## src/rtl/frac_lutk_ccff.sv

```systemverilog
// Fracturable K-input LUT with a serial configuration chain (2^K truth-table bits + mode bit).
// Define FRAC_LUTK_REG_OUT_EN to register the LUT outputs (one cycle of latency from in).
module frac_lutk_ccff #(
    parameter int K = 6
) (
    input  logic         clk,
    input  logic         reset,
    input  logic         cfg_en,
    input  logic         cfg_din,
    output logic         cfg_dout,
    output logic         cfg_done,
    input  logic [K-1:0] in,
    output logic [1:0]   lutk1_out,
    output logic         lutk_out
);
    localparam int N  = 1 << K;
    localparam int L  = N + 1;
    localparam int CW = $clog2(L + 1);

    typedef enum logic [1:0] {IDLE, LOAD, DONE} state_t;

    state_t        state_q, state_d;
    logic [L-1:0]  chain_q, chain_d;
    logic [CW-1:0] cnt_q, cnt_d;
    logic          done_q;

    always_comb begin
        chain_d = chain_q;
        cnt_d   = cnt_q;
        state_d = state_q;
        if (cfg_en) begin
            chain_d = {chain_q[L-2:0], cfg_din};
        end
        unique case (state_q)
            IDLE: begin
                if (cfg_en) begin
                    cnt_d   = CW'(1);
                    state_d = LOAD;
                end
            end
            LOAD: begin
                if (cfg_en) begin
                    cnt_d = cnt_q + CW'(1);
                    if (cnt_q == CW'(L - 1)) begin
                        state_d = DONE;
                    end
                end else begin
                    cnt_d   = '0;
                    state_d = IDLE;
                end
            end
            DONE: begin
                // A shift while DONE is the first bit of the next load.
                if (cfg_en) begin
                    cnt_d   = CW'(1);
                    state_d = LOAD;
                end
            end
            default: begin
                cnt_d   = '0;
                state_d = IDLE;
            end
        endcase
    end

    always_ff @(posedge clk) begin
        if (reset) begin
            chain_q <= '0;
            cnt_q   <= '0;
            state_q <= IDLE;
            done_q  <= 1'b0;
        end else begin
            chain_q <= chain_d;
            cnt_q   <= cnt_d;
            state_q <= state_d;
            done_q  <= (state_d == DONE);
        end
    end

    assign cfg_dout = chain_q[L-1];
    assign cfg_done = done_q;

    logic [N-1:0] sram;
    logic         mode;
    logic [K-1:0] a_lo, a_hi, a_eff;
    logic [2:0]   lut_d;

    assign sram = chain_q[N-1:0];
    assign mode = chain_q[L-1];

    // Mode 1 forces the address MSB high so lutk_out follows the upper (K-1)-LUT.
    always_comb begin
        a_lo  = {1'b0, in[K-2:0]};
        a_hi  = {1'b1, in[K-2:0]};
        a_eff = {in[K-1] | mode, in[K-2:0]};
        lut_d = '0;
        if (done_q) begin
            lut_d = {sram[a_hi], sram[a_lo], sram[a_eff]};
        end
    end

`ifdef FRAC_LUTK_REG_OUT_EN
    logic [2:0] lut_q;

    always_ff @(posedge clk) begin
        if (reset) begin
            lut_q <= '0;
        end else begin
            lut_q <= lut_d;
        end
    end

    assign lutk1_out = lut_q[2:1];
    assign lutk_out  = lut_q[0];
`else
    assign lutk1_out = lut_d[2:1];
    assign lutk_out  = lut_d[0];
`endif

endmodule

```

## config.mk

```make
export PLATFORM = sky130hd
export DESIGN_NAME = frac_lutk_ccff
export DESIGN_NICKNAME = d
export VERILOG_FILES = /design/src/rtl/frac_lutk_ccff.sv
export SDC_FILE = /design/constraint.sdc
export NUM_CORES = 1
export LEC_CHECK = 0
export CORE_MARGIN = 1
export CORE_UTILIZATION = 50
export CTS_BUF_LIST = sky130_fd_sc_hd__clkbuf_16
export DETAILED_ROUTE_END_ITERATION = 10
export PLACE_DENSITY = 0.7
export SLEW_MARGIN = 20
export SYNTH_ARGS = -nofsm -noshare
export SYNTH_HDL_FRONTEND = slang
export SYNTH_SLANG_ARGS = --single-unit
```

## constraint.sdc

```tcl
create_clock -name clk -period 4.3 [get_ports clk]
set_input_delay 1.29 -clock clk [delete_from_list [all_inputs] [get_ports clk]]
set_output_delay 1.29 -clock clk [all_outputs]
set_load 0.03 [all_outputs]
```

==> metrics.txt, run 1 <==
grt ovf=0; failing checks=negative setup slack; Syn Nets=314; die area=6980 um2; Worst-Skew Late Latency=0.33 ns; antenna violations before repair=0; Antenna Cells=0; Multi-input gate area=1760 um2; area delta synth->final=19.9%; CTS max path bufs=2; outcome=finished with violations; Mapped Avg Cell Area=11.0 um2; clk sink count=75; Peak Freq=0.225 GHz; IO Port Bufs=14; Post-DP HPWL=3920 um; Hold WC Path Type=flop to flop; Total Power=about 1.4 mW; Inst Count DP=392; Worst R2R End=cfg_done$_SDFF_PP0_; Pwr Density=359 nW/um2; Psw=around 0.31 mW; number of enable-type register cells in the synthesized netlist=0; final net count=342; final worst hold slack=0.514 ns; Seq. cell area=roughly 1500 um2; largest net degree at the start of global routing=51; gp weighted congestion=0.738; Net Sw Frac=21.7%; Min-Delay Endpoint=cnt_q[0]$_SDFFE_PP0P_; Leak=1.72 nW; fraction of layout cells with a size suffix above 1=19.7%; combinational share of power=under 10%; path depth of the worst reg2reg path=4; number of synthesized register bits=75; clock skew=0.00634 ns; Final min period=4.45 ns; top post-synthesis cells by count=75 x dfxtp_1, 74 x nor2_1, 67 x mux2i_1, 10 x clkbuf_1; Area contributors post-synth=dfxtp_1 45%, mux2i_1 20%, nor2_1 8.4%, mux4_2 5.4%, mux4_1 4.7%; Hold Crit Depth=2; Design Area, Final=3980 um2; Synth Flop Type=dfxtp_1; peak supply drop=roughly 0.24 mV; critical setup path kind=primary input to primary output; area leader, netlist=dfxtp_1; first-pass GRT wire length=10500 um; Crit path arrival time=3.16 ns; Die X=roughly 84 um; CTS Root Cell=clkbuf_16; Synth Instances=302; Cell variety after synth=31; Data required, critical path=around 3.0 ns; Detailed Route Iter0 Violations=99; total CTS buffers=9; Vias=2227; hold_buf cts=0; power share of the sequential group=49.0%; Non-Filler Instances=412; Top Ports=15; internal power=between 1 and 1.5 mW; Max Slew Vio Count=0; unrepaired setup endpoints after global routing=yes; clock slew at reported path FFs=0.05 ns; ys async rst share=0%; critical-path maximum fanout=6; routed vias/inst=5.41; residual DRC count=0; vias in the first global route=2174; number of routed nets with antenna violations=0; hold path startpoint=cnt_q[0]$_SDFFE_PP0P_; crit end category=primary output; sequential area share after synthesis=45.2%; H-tree depth=3; share of the synthesized area in the top cell type=45.2%; gr usage total=19.2%; Yosys warning count=0; post-layout util=62.4%; reg2reg start=state_q[0]$_SDFF_PP0_; most frequent cell after synthesis=dfxtp_1; Max-cap violations=0; Clk pwr share=44.7%; TritonCTS clock tree=built; Tcrit/Tclk final=103%; final WL=6060 um; Slew @ Worst Pin=about 0.87 ns; initial core utilization=52.0%; Placement Rows=29; Placed Instance Area=3650 um2; die height=83.5 um; Final Hold Vio Count=0; final setup fails=1; startpoint types=primary input; router iterations before antenna repair=4; Setup WS post-layout=-0.146 ns; Fillers=roughly 550; Netlist Area Pre-Place=around 3300 um2; core region area=between 6000 and 7000 um2; Rel. slew slack=42.1%; drt wl/cell=between 10 and 15 um; FF-to-FF setup slack=2.84 ns
-- power by group through the flow --
stage	Combinational (mW)	Clock, mW	Sequential, mW
floorplan	0.0605	0	0.714
global placement	0.0830	0	0.716
detailed placement	0.0836	0	0.716
CTS	0.0928	0.657	0.701
global route	0.0969	0.685	0.701
finish	0.0908	0.639	0.701
-- worst max-delay path, cell delays in order --
cell and delay [ns]:
buf_8 0.08, buf_12 0.11, mux4_4 0.61, mux4_2 0.48, inv_2 0.09, a221oi_4 0.06, mux2_4 0.29, buf_6 0.14
-- layout make-up --
class,count,area share [%]
Clock inverter,7,0.754
Inverter,5,0.471
Clock buffer,9,5.65
Sequential cell,75,37.7
Multi-Input combinational cell,201,44.1
Timing Repair Buffer,38,8.89
Tap cell,77,2.42
-- sequential cells by signal, summed over array words and instances, names as in the netlist --
name and flops:
cfg_done 1, state_q 2, chain_q 65, cnt_q 7
-- layout by cell type, fill, tap and decap left out, types with 5 or more instances in the layout --
master | synthesis | layout
mux2i_1 | 67 | 67
inv_1 | 5 | 7
buf_4 | 0 | 20
a21oi_1 | 8 | 8
mux4_2 | 8 | 9
nor3b_1 | 6 | 6
nor2_1 | 74 | 74
buf_6 | 2 | 6
clkbuf_16 | 0 | 9
clkdlybuf4s50_1 | 0 | 6
mux4_1 | 6 | 5
dfxtp_1 | 75 | 75
-- how the worst max path moves through the flow --
stage | depth (start not counted) | start | to | slack, ns
6_report | 8 | in[1] | lutk_out | -0.15
5_1_grt | 8 | in[1] | lutk_out | -0.20
4_1_cts | 8 | in[1] | lutk_out | -0.15
3_5_place_dp | 8 | in[1] | lutk_out | -1.09
3_3_place_gp | 8 | in[1] | lutk_out | -1.09
2_1_floorplan | 7 | in[1] | lutk_out | -0.01
-- per-stage QoR --
stage / setup WS, ns / setup TNS (ns)
6_report: -0.146 / -0.146
5_1_grt: -0.196 / -0.243
4_1_cts: -0.150 / -0.153
3_5_place_dp: -1.09 / -2.92
3_3_place_gp: -1.09 / -2.90
2_1_floorplan: -0.0105 / -0.0105
-- kinds of logic after synthesis --
family	count (synthesis)	share of synthesized area, %
AOI/OAI and AO/OA	15	2.90
xor gates and xnor gates	5	1.32
adders and majority gates	2	0.753
buffers and inverters	26	3.77
DFF	75	45.2
muxes	88	34.4
and+or+nand+nor	91	11.7
-- layer usage --
metal	part of all wire (%)	track usage, %	vias to the layer above
met3	2.3	3.96	12
met1	48	25.7	1071
met2	47	29.8	22
met5	0	0	-
li1	-	-	1122
met4	2.2	9.24	0
-- timing repair --
item,4_1_cts,5_1_grt
setup endpoints to repair,3,3
pin swaps,2,0
setup buffers,5,1
cloned,1,0
resized for setup,44,2
hold endpoints to repair,0,0
(Power assumes the default switching activity.)
==> inputs of run 2 (changes only) <==
==> constraint.sdc (replaced) <==
create_clock -name clk -period 4.3 [get_ports clk]
set_input_delay 1.29 -clock clk [delete_from_list [all_inputs] [get_ports clk]]
set_output_delay 1.29 -clock clk [all_outputs]
set_load 0.02 [all_outputs]
==> run 2 against run 1 <==
Critical path depth did not move. Core utilization rose by 0.33 points. Hold slack improved by 0.0028 ns. The flow still finishes with violations (negative setup slack). Global-route usage up 0.39 points.
==> metrics.txt, run 2 (synthesized netlist as in run 1, its figures left out) <==
startpoint types=primary input; post-layout util=62.7% (+0.33 points); Rel. slew slack=44.3% (+2.3 points); Non-Filler Instances=406 (-1.5%); Antenna Cells=0 (unchanged); initial core utilization=52.0% (unchanged); critical-path maximum fanout=6 (unchanged); Crit path arrival time=3.14 ns (-0.02 ns); Peak Freq=0.226 GHz (+0.39%); final setup TNS=-0.129 ns (+0.0174 ns); crit end category=primary output; Die X=83.5 um (unchanged); Post-DP HPWL=3990 um (+1.8%); peak supply drop=0.376 mV (+56%); IO Port Bufs=14 (unchanged); drt wl/cell=15.2 um (+3.6%); Top Ports=15 (unchanged); core region area=6390 um2 (unchanged); Inst Count DP=389 (-0.77%); CTS Root Cell=clkbuf_16; clk sink count=75 (unchanged); area delta synth->final=20.5%; die area=6980 um2 (unchanged); Hold WC Path Type=flop to flop; Tcrit/Tclk final=103% (-0.40 points); H-tree depth=3 (unchanged); Post-CTS Setup Inserts=0 (-5); total CTS buffers=9 (unchanged); first-pass GRT wire length=10600 um (+0.99%); final WL=6180 um (+2.1%); Largest regs=chain_q (65), cnt_q (7), state_q (2); Biggest register=chain_q; Final min period=4.43 ns (-0.0174 ns); vias in the first global route=2245 (+3.3%); final setup fails=1 (unchanged); critical setup path kind=primary input to primary output; Detailed Route Iter0 Violations=85 (-14%); failing checks=negative setup slack; Placement Rows=29 (unchanged); TritonCTS clock tree=built; fraction of layout cells with a size suffix above 1=19.1% (-0.55 points); CP max-delay cell=mux4_4; final net count=336 (-1.8%); Data required, critical path=3.01 ns (about the same); router iterations before antenna repair=4 (unchanged); gr usage total=19.5% (+0.39 points); Max Slew Vio Count=0 (unchanged); clock slew at reported path FFs=0.06 ns (about the same); worst-path cell chain=buf_8 > buf_12 > mux4_4 > mux4_2 > inv_2 > a221oi_2 > mux2_4 > buf_6; CTS max path bufs=2 (unchanged); routed vias/inst=5.43 (+0.43%); Largest register FFs=65 (unchanged); Final Hold Vio Count=0 (unchanged); number of routed nets with antenna violations=0 (unchanged); Max-cap violations=0 (unchanged); grt ovf=0 (unchanged); Setup WS post-layout=-0.129 ns (+0.0174 ns); Slew @ Worst Pin=0.835 ns (-0.0338 ns); unrepaired setup endpoints after global routing=yes; clock skew=0.00328 ns (-0.00306 ns); outcome=finished with violations; crit-path max cell delay=0.61 ns (about the same); gp weighted congestion=0.757 (+2.6%); Vias=2204 (-1.0%); Pwr Density=397 nW/um2 (+11%); most common cell after layout, fill and taps aside=dfxtp_1; Leak=1.70 nW (-1.0%); antenna violations before repair=0 (unchanged); die height=83.5 um (unchanged); Worst-Skew Late Latency=0.34 ns (about the same); residual DRC count=0 (unchanged); most frequent cells in the layout=75 x dfxtp_1, 74 x nor2_1, 66 x mux2i_1; largest net degree at the start of global routing=49 (-3.9%)
run 2: changes by cell type in the layout (fill, tap and decap cells not counted), sizes merged:
cell and change:
inv -4, bufinv +2, clkdlybuf4s15 +1, buf -8, bufbuf +1, clkinvlp +2
run 2: area by class of cell:
| class | instances | area [um2] |
|---|---|---|
| fillers | 507 | 2380 |
| multi-input cells | 201 | 1750 |
| flip-flops and latches | 75 | 1500 |
| repair buffers | 32 | 323 |
| clock buffers | 9 | 225 |
| well taps | 77 | 96.3 |
| clock inverters | 7 | 92.6 |
| inverters | 5 | 18.8 |
run 2: routing by layer:
layer | track usage (%) | wire length, um | vias up
met2 | 31.4 | 2930 | 25
li1 | - | - | 1107
met5 | 0 | 0 | -
met4 | 8.32 | 134 | 0
met3 | 5.34 | 170 | 14
met1 | 24.9 | 2950 | 1058
run 2: what timing repair did:
| item | in CTS | in global routing |
|---|---|---|
| resized for setup | 37 | 2 |
| cloned | 1 | 0 |
| setup endpoints to repair | 3 | 3 |
| hold buffers | 0 | 0 |
| pin swaps | 2 | 1 |
run 2: power by group:
group | total, mW | internal, mW | leakage [nW] | switching (mW)
Sequential | 0.701 | 0.698 | 0.605 | 0.00323
Clock | 0.798 | 0.505 | 0.149 | 0.293
Combinational | 0.0902 | 0.0442 | 0.950 | 0.0460
run 2: final timing paths:
kind	start	end	slack, ns	cells past startpoint
worst max-delay path	in[1]	lutk_out	-0.13	8
worst min-delay path	chain_q[11]$_SDFFE_PP0P_	chain_q[11]$_SDFFE_PP0P_	0.52	2
worst max register to register	state_q[0]$_SDFF_PP0_	cnt_q[6]$_SDFFE_PP0P_	2.78	3
worst min register to register	chain_q[11]$_SDFFE_PP0P_	chain_q[11]$_SDFFE_PP0P_	0.52	2
run 2: per-stage QoR:
step | power, mW | worst slack (ns) | area (um2) | hold slack (ns)
floorplan | 0.773 | 0.00826 | 3340 | 0.474
finish | 1.59 | -0.129 | 4010 | 0.517
detailed placement | 0.800 | -0.990 | 3610 | 0.511
global placement | 0.800 | -0.980 | 3610 | 0.501
global route | 1.63 | -0.174 | 4010 | 0.540
CTS | 1.60 | -0.139 | 3990 | 0.522
run 2: critical path, delay by kind of cell:
kind,cells,cell delay (ns)
buffers and inverters,4,0.39
AO/OA/AOI/OAI,1,0.06
multiplexers,3,1.40
==> inputs of run 3 (changes only) <==
--- a/config.mk
+++ b/config.mk
@@ -6,10 +6,11 @@
 export NUM_CORES = 1
 export LEC_CHECK = 0
 export CORE_MARGIN = 1
-export CORE_UTILIZATION = 50
+export CORE_UTILIZATION = 45
 export CTS_BUF_LIST = sky130_fd_sc_hd__clkbuf_16
 export DETAILED_ROUTE_END_ITERATION = 10
-export PLACE_DENSITY = 0.7
+export MAX_ROUTING_LAYER = met4
+export PLACE_DENSITY = 0.64
 export SLEW_MARGIN = 20
 export SYNTH_ARGS = -nofsm -noshare
 export SYNTH_HDL_FRONTEND = slang
==> run 3 against run 2 <==
The flow still finishes with violations (negative setup slack). Cell area down 0.37%. Register-to-register slack gained 0.08 ns. Via count grew 0.77%. Sequential power is essentially flat. Combinational power hardly changed. Clock skew is 0.0015 ns higher. Clock power down 9.8%. Die area rose by 11%. Cell count grew 4.4%. Global-route usage shrank 0.33 points. Critical endpoint unchanged.
==> metrics.txt, run 3 (synthesized netlist as in run 1, its figures left out) <==
CTS max path bufs=2 (unchanged); grt ovf=0 (unchanged); IO Port Bufs=14 (unchanged); final setup fails=1 (unchanged); unrepaired setup endpoints after global routing=yes; met2 wire length=2950 um (+0.99%); core region area=6940 um2 (+8.7%); final WL=6470 um (+4.6%); residual DRC count=0 (unchanged); die area=7730 um2 (+11%); fraction of layout cells with a size suffix above 1=19.2% (+0.058 points); Largest register FFs=65 (unchanged); Biggest register=chain_q; die height=87.9 um (+5.3%); met1 WL=3160 um (+7.0%); reg2reg start=state_q[0]$_SDFF_PP0_; most frequent cells in the layout=75 x dfxtp_1, 74 x nor2_1, 65 x mux2i_1; Total Power=1.51 mW (-4.9%); routed vias/inst=5.24 (-3.5%); most common cell after layout, fill and taps aside=dfxtp_1; Fillers=577 (+14%); initial core utilization=47.9% (-4.2 points); Largest regs=chain_q (65), cnt_q (7), state_q (2); Placement Rows=30 (+3.4%); FF-to-FF setup slack=2.86 ns (+0.08 ns); Max Slew Vio Count=0 (unchanged); Post-DP HPWL=4220 um (+5.7%); router iterations before antenna repair=4 (unchanged); Rel. slew slack=50.8% (+6.4 points); H-tree depth=3 (unchanged); TritonCTS clock tree=built; Crit path arrival time=3.13 ns (about the same); drt wl/cell=15.3 um (+0.17%); antenna violations before repair=0 (unchanged); final net count=336 (unchanged); number of routed nets with antenna violations=0 (unchanged); critical setup path kind=primary input to primary output; largest net degree at the start of global routing=43 (-12%); post-layout util=57.5% (-5.3 points); total CTS buffers=9 (unchanged); crit end category=primary output; pre-CTS setup slack=-1.02 ns (-0.0260 ns); gp weighted congestion=0.754 (-0.40%); Peak Freq=0.226 GHz (+0.11%); Pwr Density=379 nW/um2 (-4.6%); worst-path cell chain=buf_8 > buf_12 > mux4_4 > mux4_2 > inv_2 > a221oi_2 > mux2_4 > buf_6; Worst R2R End=cnt_q[2]$_SDFFE_PP0P_; Leak=1.69 nW (-0.90%); Worst-Skew Late Latency=0.33 ns (about the same); Final Hold Vio Count=0 (unchanged); hold_buf cts=0 (unchanged); outcome=finished with violations; Die X=87.9 um (+5.3%); Max-cap violations=0 (unchanged); area delta synth->final=20.1%; WL met3=265 um (+56%); vias in the first global route=2147 (-4.4%); CTS Root Cell=clkbuf_16; Tcrit/Tclk final=103% (-0.12 points); Final min period=4.42 ns (-0.00495 ns); first-pass GRT wire length=10800 um (+1.7%); max layer used=met4; crit-path max cell delay=0.61 ns (about the same); CP max-delay cell=mux4_4; failing checks=negative setup slack; Setup WS post-layout=-0.124 ns (+0.00495 ns); Detailed Route Iter0 Violations=125 (+47%); Hold WC Path Type=flop to flop; hold path startpoint=chain_q[13]$_SDFFE_PP0P_; peak supply drop=0.179 mV (-52%); Hold Crit Depth=2 (unchanged); path depth of the worst reg2reg path=3 (unchanged); gr usage total=19.2% (-0.33 points); clk sink count=75 (unchanged); Antenna Cells=0 (unchanged); Slew @ Worst Pin=0.739 ns (-0.0961 ns); critical-path maximum fanout=6 (unchanged); clock slew at reported path FFs=0.06 ns (about the same); clock skew=0.00475 ns (+0.00147 ns); Min-Delay Endpoint=chain_q[14]$_SDFFE_PP0P_; Data required, critical path=3.01 ns (about the same); Vias=2221 (+0.77%); Top Ports=15 (unchanged); startpoint types=primary input
[run 3: changes by cell type in the layout (fill, tap and decap cells not counted), sizes merged]
cell / previous run / this run
bufinv: 2 / 1
inv: 5 / 6
clkdlybuf4s15: 2 / 1
clkinvlp: 2 / 1
buf: 23 / 24
[run 3: what timing repair did]
item | 4_1_cts | 5_1_grt
setup buffers | 0 | 0
pin swaps | 2 | 1
resized for setup | 44 | 1
cloned | 1 | 0
endpoints found under the setup margin | 3 | 3
[run 3: through the flow]
step                      instances  setup TNS, ns  hold WS, ns  area (um2)
after detailed placement        408          -2.66        0.508        3620
after floorplan                 302              0        0.474        3340
after CTS                       424         -0.138        0.525        3990
after global placement          408          -2.61        0.494        3620
final                           424         -0.124        0.515        3990
after global routing            424         -0.256        0.537        3990
[run 3: area by class of cell]
class                      count  area, um2  share of cell area (%)
sequential                    75       1500                    37.6
tap                           96        120                    3.01
timing repair buffer          32        318                    7.96
clock inverter                 6       58.8                    1.47
inverter                       5       18.8                   0.470
multi-input combinational    201       1750                    43.8
clock buffer                   9        225                    5.64
[run 3: power breakdown]
| group | internal [mW] | switching [mW] |
|---|---|---|
| registers | 0.698 | 0.00322 |
| clock network | 0.441 | 0.278 |
| logic | 0.0434 | 0.0470 |
[run 3: routing by layer]
layer / up-vias / track usage [%]
met5: - / -
met4: 0 / 7.15
met1: 1068 / 25.6
met3: 12 / 5.18
met2: 35 / 27.8
li1: 1106 / -
[run 3: worst max-delay path by stage]
stage	from	end	cells past startpoint
final	in[1]	lutk_out	8
after floorplan	in[1]	lutk_out	7
after detailed placement	in[1]	lutk_out	8
after global routing	in[1]	lutk_out	8
after CTS	in[1]	lutk_out	8
after global placement	in[1]	lutk_out	8
[run 3: critical path: cells and delay by family]
family / cells / cell delay, ns
mux: 3 / 1.39
buf+inv: 4 / 0.40
compound gates: 1 / 0.05
